## config.mk

```make
export PLATFORM = sky130hd
export DESIGN_NAME = instruction_fetch_unit_flat
export DESIGN_NICKNAME = d
export VERILOG_FILES = /design/src/rtl/xm_pkg.sv /design/src/rtl/instruction_fetch_unit_if.sv /design/src/rtl/fetch_timeout_counter.sv /design/src/rtl/instruction_fetch_unit.sv /design/src/flat_wrapper.sv
export SDC_FILE = /design/constraint.sdc
export NUM_CORES = 1
export LEC_CHECK = 0
export CORE_ASPECT_RATIO = 0.75
export CORE_MARGIN = 8
export CORE_UTILIZATION = 54
export CTS_BUF_LIST = sky130_fd_sc_hd__clkbuf_4
export DETAILED_ROUTE_END_ITERATION = 6
export PLACE_DENSITY_LB_ADDON = 0.25
export SYNTH_ARGS = -nofsm -noshare
export SYNTH_HDL_FRONTEND = slang
export SYNTH_SLANG_ARGS = --single-unit
```

## constraint.sdc

```tcl
create_clock -name clk -period 7.6 [get_ports clk]
set_input_delay 2.28 -clock clk [delete_from_list [all_inputs] [get_ports clk]]
set_output_delay 2.28 -clock clk [all_outputs]
set_load 0.05 [all_outputs]
```

## src/rtl/xm_pkg.sv

```systemverilog
// Shared XMakina definitions: datapath widths, PC increment and fetch FSM state indices.
package xm_pkg;

  localparam int unsigned INSTR_WIDTH = 16;
  localparam int unsigned ADDR_WIDTH  = 16;

  localparam logic [ADDR_WIDTH-1:0] PC_STEP = 16'd2;

  // Enum values are bit positions in the one-hot fetch state vector.
  typedef enum logic [1:0] {
    IDLE     = 2'd0,
    REQUEST  = 2'd1,
    WAIT_MEM = 2'd2,
    DONE     = 2'd3
  } fetch_states_e;

  localparam int unsigned NUM_FETCH_STATES = 4;

  typedef logic [NUM_FETCH_STATES-1:0] fetch_onehot_t;

  function automatic fetch_onehot_t state_bit(input fetch_states_e s);
    fetch_onehot_t v;
    v    = '0;
    v[s] = 1'b1;
    return v;
  endfunction

  // Sequential next PC; wraps modulo 2^16.
  function automatic logic [ADDR_WIDTH-1:0] next_pc(input logic [ADDR_WIDTH-1:0] addr);
    return addr + PC_STEP;
  endfunction

endpackage

```

## src/rtl/instruction_fetch_unit_if.sv

```systemverilog
// Fetch handshake (control unit side) plus instruction memory read port, with decode-side results.
interface instruction_fetch_unit_if;
  import xm_pkg::*;

  logic                   fetch_en;
  logic [ADDR_WIDTH-1:0]  pc;
  logic [INSTR_WIDTH-1:0] mem_rdata;
  logic                   mem_rd_valid;
  logic                   mem_rd;
  logic [ADDR_WIDTH-1:0]  mem_addr;
  logic [INSTR_WIDTH-1:0] instr_reg;
  logic [ADDR_WIDTH-1:0]  pc_next;
  logic                   fetch_done;
  logic                   fetch_fault;
  logic [3:0]             fetch_state_reg;

  modport slave (
    input  fetch_en, pc, mem_rdata, mem_rd_valid,
    output mem_rd, mem_addr, instr_reg, pc_next, fetch_done, fetch_fault, fetch_state_reg
  );

  modport master (
    output fetch_en, pc, mem_rdata, mem_rd_valid,
    input  mem_rd, mem_addr, instr_reg, pc_next, fetch_done, fetch_fault, fetch_state_reg
  );

endinterface

```

## src/rtl/fetch_timeout_counter.sv

```systemverilog
// Counts WAIT_MEM cycles without a memory response; expired flags the last allowed cycle.
module fetch_timeout_counter #(
  parameter int unsigned TIMEOUT_CYCLES = 15
) (
  input  logic clk,
  input  logic reset,
  input  logic clear,
  input  logic enable,
  output logic expired
);

  localparam logic [7:0] LIMIT = 8'(TIMEOUT_CYCLES - 1);

  logic [7:0] count_q;

  // NOTE: sequential state uses non-blocking assignments so every flop samples pre-edge values.
  always_ff @(posedge clk or posedge reset) begin
    if (reset) begin
      count_q <= '0;
    end else if (clear) begin
      count_q <= '0;
    end else if (enable) begin
      count_q <= count_q + 8'd1;
    end
  end

  // The increment that happens on this edge is the one that reaches TIMEOUT_CYCLES.
  assign expired = (count_q == LIMIT);

endmodule

```

## src/rtl/instruction_fetch_unit.sv

```systemverilog
// XMakina fetch responder: reads one instruction word at the latched PC and reports done/fault.
module instruction_fetch_unit
  import xm_pkg::*;
#(
  parameter bit                     DEBUG          = 1'b0,
  parameter int unsigned            TIMEOUT_CYCLES = 15,
  parameter logic [INSTR_WIDTH-1:0] FAULT_INSTR    = 16'h0000
) (
  input logic                      clk,
  input logic                      reset,
  instruction_fetch_unit_if.slave  bus
);

  fetch_onehot_t          state_q, state_d;
  logic [ADDR_WIDTH-1:0]  addr_q;
  logic                   mem_rd_q;
  logic [ADDR_WIDTH-1:0]  mem_addr_q;
  logic [INSTR_WIDTH-1:0] instr_q;
  logic [ADDR_WIDTH-1:0]  pc_next_q;
  logic                   done_q;
  logic                   fault_q;

  logic accept, load_data, load_fault, cnt_clr, cnt_en, timeout_expired;

  fetch_timeout_counter #(
    .TIMEOUT_CYCLES (TIMEOUT_CYCLES)
  ) u_timeout (
    .clk     (clk),
    .reset   (reset),
    .clear   (cnt_clr),
    .enable  (cnt_en),
    .expired (timeout_expired)
  );

  // NOTE: every signal written here gets a default first, so no path can infer a latch.
  always_comb begin
    state_d    = state_q;
    accept     = 1'b0;
    load_data  = 1'b0;
    load_fault = 1'b0;
    cnt_clr    = 1'b0;
    cnt_en     = 1'b0;
    unique case (1'b1)
      state_q[IDLE], state_q[DONE]: begin
        if (bus.fetch_en) begin
          accept  = 1'b1;
          state_d = state_bit(REQUEST);
        end
      end
      state_q[REQUEST]: begin
        cnt_clr = 1'b1;
        // A misaligned address spends its one cycle here with no read strobe.
        if (addr_q[0]) begin
          load_fault = 1'b1;
          state_d    = state_bit(DONE);
        end else begin
          state_d = state_bit(WAIT_MEM);
        end
      end
      state_q[WAIT_MEM]: begin
        if (bus.mem_rd_valid) begin
          load_data = 1'b1;
          state_d   = state_bit(DONE);
        end else begin
          cnt_en = 1'b1;
          if (timeout_expired) begin
            load_fault = 1'b1;
            state_d    = state_bit(DONE);
          end
        end
      end
      default: state_d = state_bit(IDLE);
    endcase
  end

  always_ff @(posedge clk or posedge reset) begin
    if (reset) begin
      state_q    <= state_bit(IDLE);
      addr_q     <= '0;
      mem_rd_q   <= 1'b0;
      mem_addr_q <= '0;
      instr_q    <= '0;
      pc_next_q  <= '0;
      done_q     <= 1'b0;
      fault_q    <= 1'b0;
    end else begin
      state_q  <= state_d;
      mem_rd_q <= accept && !bus.pc[0];
      if (accept) begin
        addr_q  <= bus.pc;
        done_q  <= 1'b0;
        fault_q <= 1'b0;
        if (!bus.pc[0]) begin
          mem_addr_q <= {bus.pc[ADDR_WIDTH-1:1], 1'b0};
        end
      end
      if (load_data) begin
        instr_q   <= bus.mem_rdata;
        pc_next_q <= next_pc(addr_q);
        done_q    <= 1'b1;
        fault_q   <= 1'b0;
      end
      if (load_fault) begin
        instr_q   <= FAULT_INSTR;
        pc_next_q <= next_pc(addr_q);
        done_q    <= 1'b1;
        fault_q   <= 1'b1;
      end
    end
  end

  assign bus.mem_rd          = mem_rd_q;
  assign bus.mem_addr        = mem_addr_q;
  assign bus.instr_reg       = instr_q;
  assign bus.pc_next         = pc_next_q;
  assign bus.fetch_done      = done_q;
  assign bus.fetch_fault     = fault_q;
  assign bus.fetch_state_reg = DEBUG ? state_q : 4'b0000;

endmodule
```

## src/flat_wrapper.sv

```systemverilog
// flat-port wrapper written by rule: the top's interface ports become plain ports
module instruction_fetch_unit_flat import xm_pkg::*;
#(
  parameter bit                     DEBUG          = 1'b0,
  parameter int unsigned            TIMEOUT_CYCLES = 15,
  parameter logic [INSTR_WIDTH-1:0] FAULT_INSTR    = 16'h0000
)
  (clk, reset, bus_fetch_en, bus_pc, bus_mem_rdata, bus_mem_rd_valid, bus_mem_rd, bus_mem_addr, bus_instr_reg, bus_pc_next, bus_fetch_done, bus_fetch_fault, bus_fetch_state_reg);
  instruction_fetch_unit_if bus_i ();
  input logic clk;
  input logic reset;
  input wire logic [$bits(bus_i.fetch_en)-1:0] bus_fetch_en;
  input wire logic [$bits(bus_i.pc)-1:0] bus_pc;
  input wire logic [$bits(bus_i.mem_rdata)-1:0] bus_mem_rdata;
  input wire logic [$bits(bus_i.mem_rd_valid)-1:0] bus_mem_rd_valid;
  output wire logic [$bits(bus_i.mem_rd)-1:0] bus_mem_rd;
  output wire logic [$bits(bus_i.mem_addr)-1:0] bus_mem_addr;
  output wire logic [$bits(bus_i.instr_reg)-1:0] bus_instr_reg;
  output wire logic [$bits(bus_i.pc_next)-1:0] bus_pc_next;
  output wire logic [$bits(bus_i.fetch_done)-1:0] bus_fetch_done;
  output wire logic [$bits(bus_i.fetch_fault)-1:0] bus_fetch_fault;
  output wire logic [$bits(bus_i.fetch_state_reg)-1:0] bus_fetch_state_reg;
  assign bus_i.fetch_en = bus_fetch_en;
  assign bus_i.pc = bus_pc;
  assign bus_i.mem_rdata = bus_mem_rdata;
  assign bus_i.mem_rd_valid = bus_mem_rd_valid;
  assign bus_mem_rd = bus_i.mem_rd;
  assign bus_mem_addr = bus_i.mem_addr;
  assign bus_instr_reg = bus_i.instr_reg;
  assign bus_pc_next = bus_i.pc_next;
  assign bus_fetch_done = bus_i.fetch_done;
  assign bus_fetch_fault = bus_i.fetch_fault;
  assign bus_fetch_state_reg = bus_i.fetch_state_reg;
  instruction_fetch_unit #(.DEBUG(DEBUG), .TIMEOUT_CYCLES(TIMEOUT_CYCLES), .FAULT_INSTR(FAULT_INSTR)) u_core (.clk(clk), .reset(reset), .bus(bus_i));
endmodule
```

Yosys cells after proc, flatten, opt, wreduce, memory -nomap -nowiden
Cells that the tools add are included.
- bits in read-only memories: 0
- latch bits: 0
- memories kept: 0
- input port bits: 36
- register bits after elaboration: 78
- RAM bits: 0
- shifts and indexed selects: 0
- $mul: 0
- equality and inequality tests: 3
- $add $sub $neg: 2
- bitwise gates (word level): 1
- order comparisons: 0
- reductions and logical operators: 8
- divide/modulo/power cells: 0
- muxes and demuxes: 27
- operators with widths (operator ; number):
    $mux 16 ; 4
    $add 16x2->16 const B ; 1
    $mux 4 ; 4
    $mux 8 ; 2
    $mux 1 ; 15
    $pmux 4 s3 ; 1
    $add 8x1->8 const B ; 1
    $eq 8x4->1 const B ; 1
    $reduce_and 2->1 ; 2
    $reduce_bool 2->1 ; 2
    $ne 3x3->1 const B ; 1
    $reduce_bool 3->1 ; 1
    $ne 2x2->1 const B ; 1
    $pmux 1 s2 ; 1
    $reduce_or 2->1 ; 1
    $logic_and 1x1->1 ; 1
    $logic_not 1->1 ; 1
    $not 1->1 ; 1

Logic depth before layout (Yosys ltp)
- word-level depth: 5
- depth in mapped cells: 7

Modules after synthesis
From an unflattened synthesis, not the netlist that was laid out.
- cell total of the unflattened synthesis: 271
- area total of the unflattened synthesis: 3318.2 um^2
- by module, submodules not included (module ; times used ; area each (um^2) ; cells each):
    instruction_fetch_unit ; 1 ; 2891.5 ; 229
    fetch_timeout_counter ; 1 ; 426.7 ; 42

Worst setup path before layout
OpenSTA, ideal clock, no wires.
- path type: input-to-reg
- from: input bus_mem_rd_valid
- to: register u_core.pc_next_q[0], in the netlist u_core.bus.pc_next[0]
- required time: 7.475 ns
- setup slack: 4.274 ns
- arrival time: 3.201 ns
- cell stages on the path: 4
- buffers on the path: 1
- setup time: 0.125 ns
- path through: and2_1 -> buf_2 -> a221oi_2 -> mux2_2
- cells in the longest elaborated chain, start to end: 3
- RTL lines (what ; line ; RTL):
    from (decl) ; flat_wrapper.sv:15 ; input wire logic [$bits(bus_i.mem_rd_valid)-1:0] bus_mem_rd_valid;
    $mux 1 ; instruction_fetch_unit.sv:61 ; if (bus.mem_rd_valid) begin
    $pmux 1 s2 or $mux 1 (tied branches) ; instruction_fetch_unit.sv:43 ; unique case (1'b1)
    $mux 16 or $reduce_bool 2->1 (tied branches) ; n/a ;
    to (signal assigned) ; instruction_fetch_unit.sv:99 ; pc_next_q <= next_pc(addr_q);
    to (signal assigned) ; instruction_fetch_unit.sv:105 ; pc_next_q <= next_pc(addr_q);
    to (decl) ; instruction_fetch_unit.sv:19 ; logic [ADDR_WIDTH-1:0] pc_next_q;
Parallel ways exist; a longest one is shown, timed or not.
A chain may end at the register's enable or synchronous reset.

Worst setup path after layout
- from: input bus_fetch_en
- to: register u_core.mem_addr_q[6], in the netlist u_core.bus.mem_addr[6]
- cells in the longest elaborated chain, start to end: 3
- RTL lines (what ; line ; RTL):
    from (decl) ; flat_wrapper.sv:12 ; input wire logic [$bits(bus_i.fetch_en)-1:0] bus_fetch_en;
    $mux 1 ; instruction_fetch_unit.sv:45 ; if (bus.fetch_en) begin
    $mux 1 ; instruction_fetch_unit.sv:43 ;
    $reduce_and 2->1 (no source line) ; n/a ;
    to (signal assigned) ; instruction_fetch_unit.sv:94 ; mem_addr_q <= {bus.pc[ADDR_WIDTH-1:1], 1'b0};
    to (decl) ; instruction_fetch_unit.sv:17 ; logic [ADDR_WIDTH-1:0] mem_addr_q;
No other way between the ends.

==> results.json <==
{
  "pwr-share-seq": 0.361,
  "finalCriticalPeriod_ns": 3.95,
  "core_area_um2": 6160,
  "die_area_um2": 9040,
  "ir_worst_vdd_uv": 303,
  "gr-total-overflow": 0,
  "intPower_uw": 1110,
  "place_congestion": 0.773,
  "root_buffer": "clkbuf_4",
  "routed-wl-met2_um": 3410,
  "worst_hold_path.endpoint": "u_core.bus.fetch_done",
  "port_buffers": 85,
  "synthFlopType": "dfrtp_1",
  "worstSetupEndpointType": "flip-flop",
  "leakage_uw": 0.00185,
  "wl_per_cell_um": 15.8,
  "fill_cells": 451,
  "final_hold_viol_count": 0,
  "first_global_vias": 2490,
  "via_per_inst": 5.26,
  "vias": 2456,
  "power.share.clock": 0.126,
  "final-max-slew-violation-count": 0,
  "postCtsSetupRepairBufs": 0,
  "cp_data_arrival_time_ns": 4.24,
  "wirelength_um": 7390,
  "synth_top_area_frac": 0.572,
  "clk_latency_ns": 0.40,
  "crit_fanout": 20,
  "antenna_cells": 0,
  "synth_cell_types": 39,
  "grt_usage": 0.167,
  "fp.dieH_um": 84.4,
  "drive_gt1_frac": 0.153,
  "ant_nets": 0,
  "syn_to_final_growth_pct": 30.9,
  "antenna_found_initial": 0,
  "critPathRequiredTime_ns": 7.89,
  "io_pins": 91,
  "crit_type": "in2reg",
  "clk_pin_slew_worst_paths_ns": 0.11,
  "hold_start": "u_core.bus.fetch_done",
  "total_power_uw": 2040,
  "fin_setup_tns_ns": 0,
  "cts.sinks": 78,
  "setup_violations": 0,
  "cts.repair.resized": 0,
  "fin_cells": 467,
  "fin_nets": 421,
  "met3WireLength_um": 648,
  "multiInputGateArea_um2": 1330,
  "netSwitchingFraction": 0.456,
  "route.detailed.drc": 0,
  "synth_seq_cells": 78,
  "switchingPower_uw": 933,
  "maxCapViolations": 0,
  "num_rows": 25,
  "max_freq_mhz": 253,
  "crit_chain": "clkdlybuf4s50_1 -> o21ai_2 -> nor2_2 -> mux2_2",
  "hold_buffers": 0,
  "synthCells": 297,
  "rsz0062_at_grt": "false",
  "regToRegEndpoint": "u_core.bus.mem_addr[6]",
  "rr_startpoint": "u_core.state_q[0]",
  "htreeDepth": 3,
  "dp_cells": 452,
  "regToRegSetupSlack_ns": 5.49,
  "drtIter0Drc": 72,
  "start_util": 0.546,
  "synth-edff-count": 0,
  "slew_headroom": 0.322,
  "grt_max_degree": 79,
  "async_flop_share": 1.00,
  "hold_depth": 2,
  "yosys-top-cells-area": "dfrtp_1 (57%), mux2_2 (12%), nand2_1 (6.6%)",
  "status": "completed",
  "cp_slowest_cell": "nor2_2",
  "synth_largest_area_cell": "dfrtp_1",
  "met1_length_um": 3260,
  "power_density_nw_per_um2": 464,
  "fin_crit_sh": 0.520,
  "avgSynthCellArea_um2": 11.3,
  "combPwrFrac": 0.513,
  "dr.pass1.iters": 4,
  "worst_pin_slew_ns": 1.02,
  "yosys_warnings": 0,
  "final_util": 0.715,
  "r2r_cells": 3,
  "grt_pass1_wl_um": 12000,
  "dp_hpwl_um": 5370,
  "clockBufferDepth": 2,
  "seq_area_um2": 1950,
  "cp-start-kind": "input port",
  "die_w_um": 107,
  "cts_tree": "built",
  "yosysSeqAreaShare": 0.580,
  "cts_made_buffers": 9,
  "hold_path.class": "reg2reg",
  "synthesis.area_um2": 3370,
  "top_layer": "met4",
  "finalClockSkew_ns": 0.00567,
  "worst_path_largest_cell_delay_ns": 0.70
}
[metrics by stage]
stage,area (um2),setup slack (ns),hold slack [ns]
floorplan,3380,3.33,0.484
global placement,4260,3.27,0.462
detailed placement,4260,3.21,0.469
CTS,4410,3.66,0.496
global route,4410,3.56,0.544
finish,4410,3.65,0.490
[worst max-delay path, delay by kind of cell]
kind,cells,cell delay [ns]
and+or+nand+nor,1,0.70
buffers and inverters,1,0.54
muxes,1,0.41
AOI/OAI and AO/OA,1,0.31
[placed cells by master (no fill, tap or decap), drive strengths merged, types with 6 or more instances in the layout]
master and instances:
a21oi 16, clkbuf 9, clkdlybuf4s50 85, dfrtp 77
mux2 35, nand2 59, nand3 6, nand4 6
nor2 15, o21ai 14, xnor2 9, xor2 10
[logic make-up (layout without fill, tap and decap cells)]
| logic type | after synthesis | count (layout) | share of synthesized area |
|---|---|---|---|
| mux | 35 | 35 | 0.117 |
| fa+ha+maj | 3 | 3 | 0.0111 |
| xor+xnor | 19 | 19 | 0.0494 |
| simple gates | 101 | 101 | 0.139 |
| compound gates | 39 | 39 | 0.0699 |
| other cells | 1 | 5 | 0.00111 |
| flops | 78 | 78 | 0.580 |
| buf+inv | 21 | 106 | 0.0320 |
[power groups by stage]
stage | clock network, uW | logic (uW) | registers, uW
3_3_place_gp | 0 | 1040 | 735
5_1_grt | 283 | 1120 | 764
2_1_floorplan | 0 | 342 | 1110
4_1_cts | 267 | 1060 | 738
3_5_place_dp | 0 | 1060 | 743
6_report | 258 | 1050 | 737
[metal layers]
layer / track usage / vias up
met5: 0 / -
li1: - / 1181
met4: 0.0510 / 0
met2: 0.260 / 78
met1: 0.200 / 1192
met3: 0.0765 / 5
[cells in the mapped netlist (2+ instances only)]
cell type	number
buf_2	8
nand4_1	5
nand2_1	59
nor3_1	5
and4bb_2	2
xor2_1	10
inv_1	4
ha_1	3
buf_4	5
dfrtp_1	77
xnor2_1	9
mux2_2	35
a21oi_1	16
nand3_1	6
o21ai_0	14
nor2_1	14
clkbuf_1	3
[layout make-up]
type,count,area share
sequential,78,0.443
multi-input combinational,202,0.301
clock buffer,9,0.0153
clock inverter,6,0.0176
timing repair buffer,87,0.196
inverter,4,0.00369
tap,81,0.0230
[how the worst max path moves through the flow]
stage	startpoint	end	slack [ns]	cells after the start
floorplan	reset	u_core.addr_q[0]	3.33	1
global placement	bus_fetch_en	u_core.bus.mem_addr[4]	3.27	4
detailed placement	bus_fetch_en	u_core.bus.mem_addr[8]	3.21	4
CTS	u_core.bus.pc_next[2]	bus_pc_next[2]	3.66	1
global route	bus_fetch_en	u_core.bus.mem_addr[1]	3.56	4
finish	bus_fetch_en	u_core.bus.mem_addr[6]	3.65	4
(Power assumes the default switching activity.)
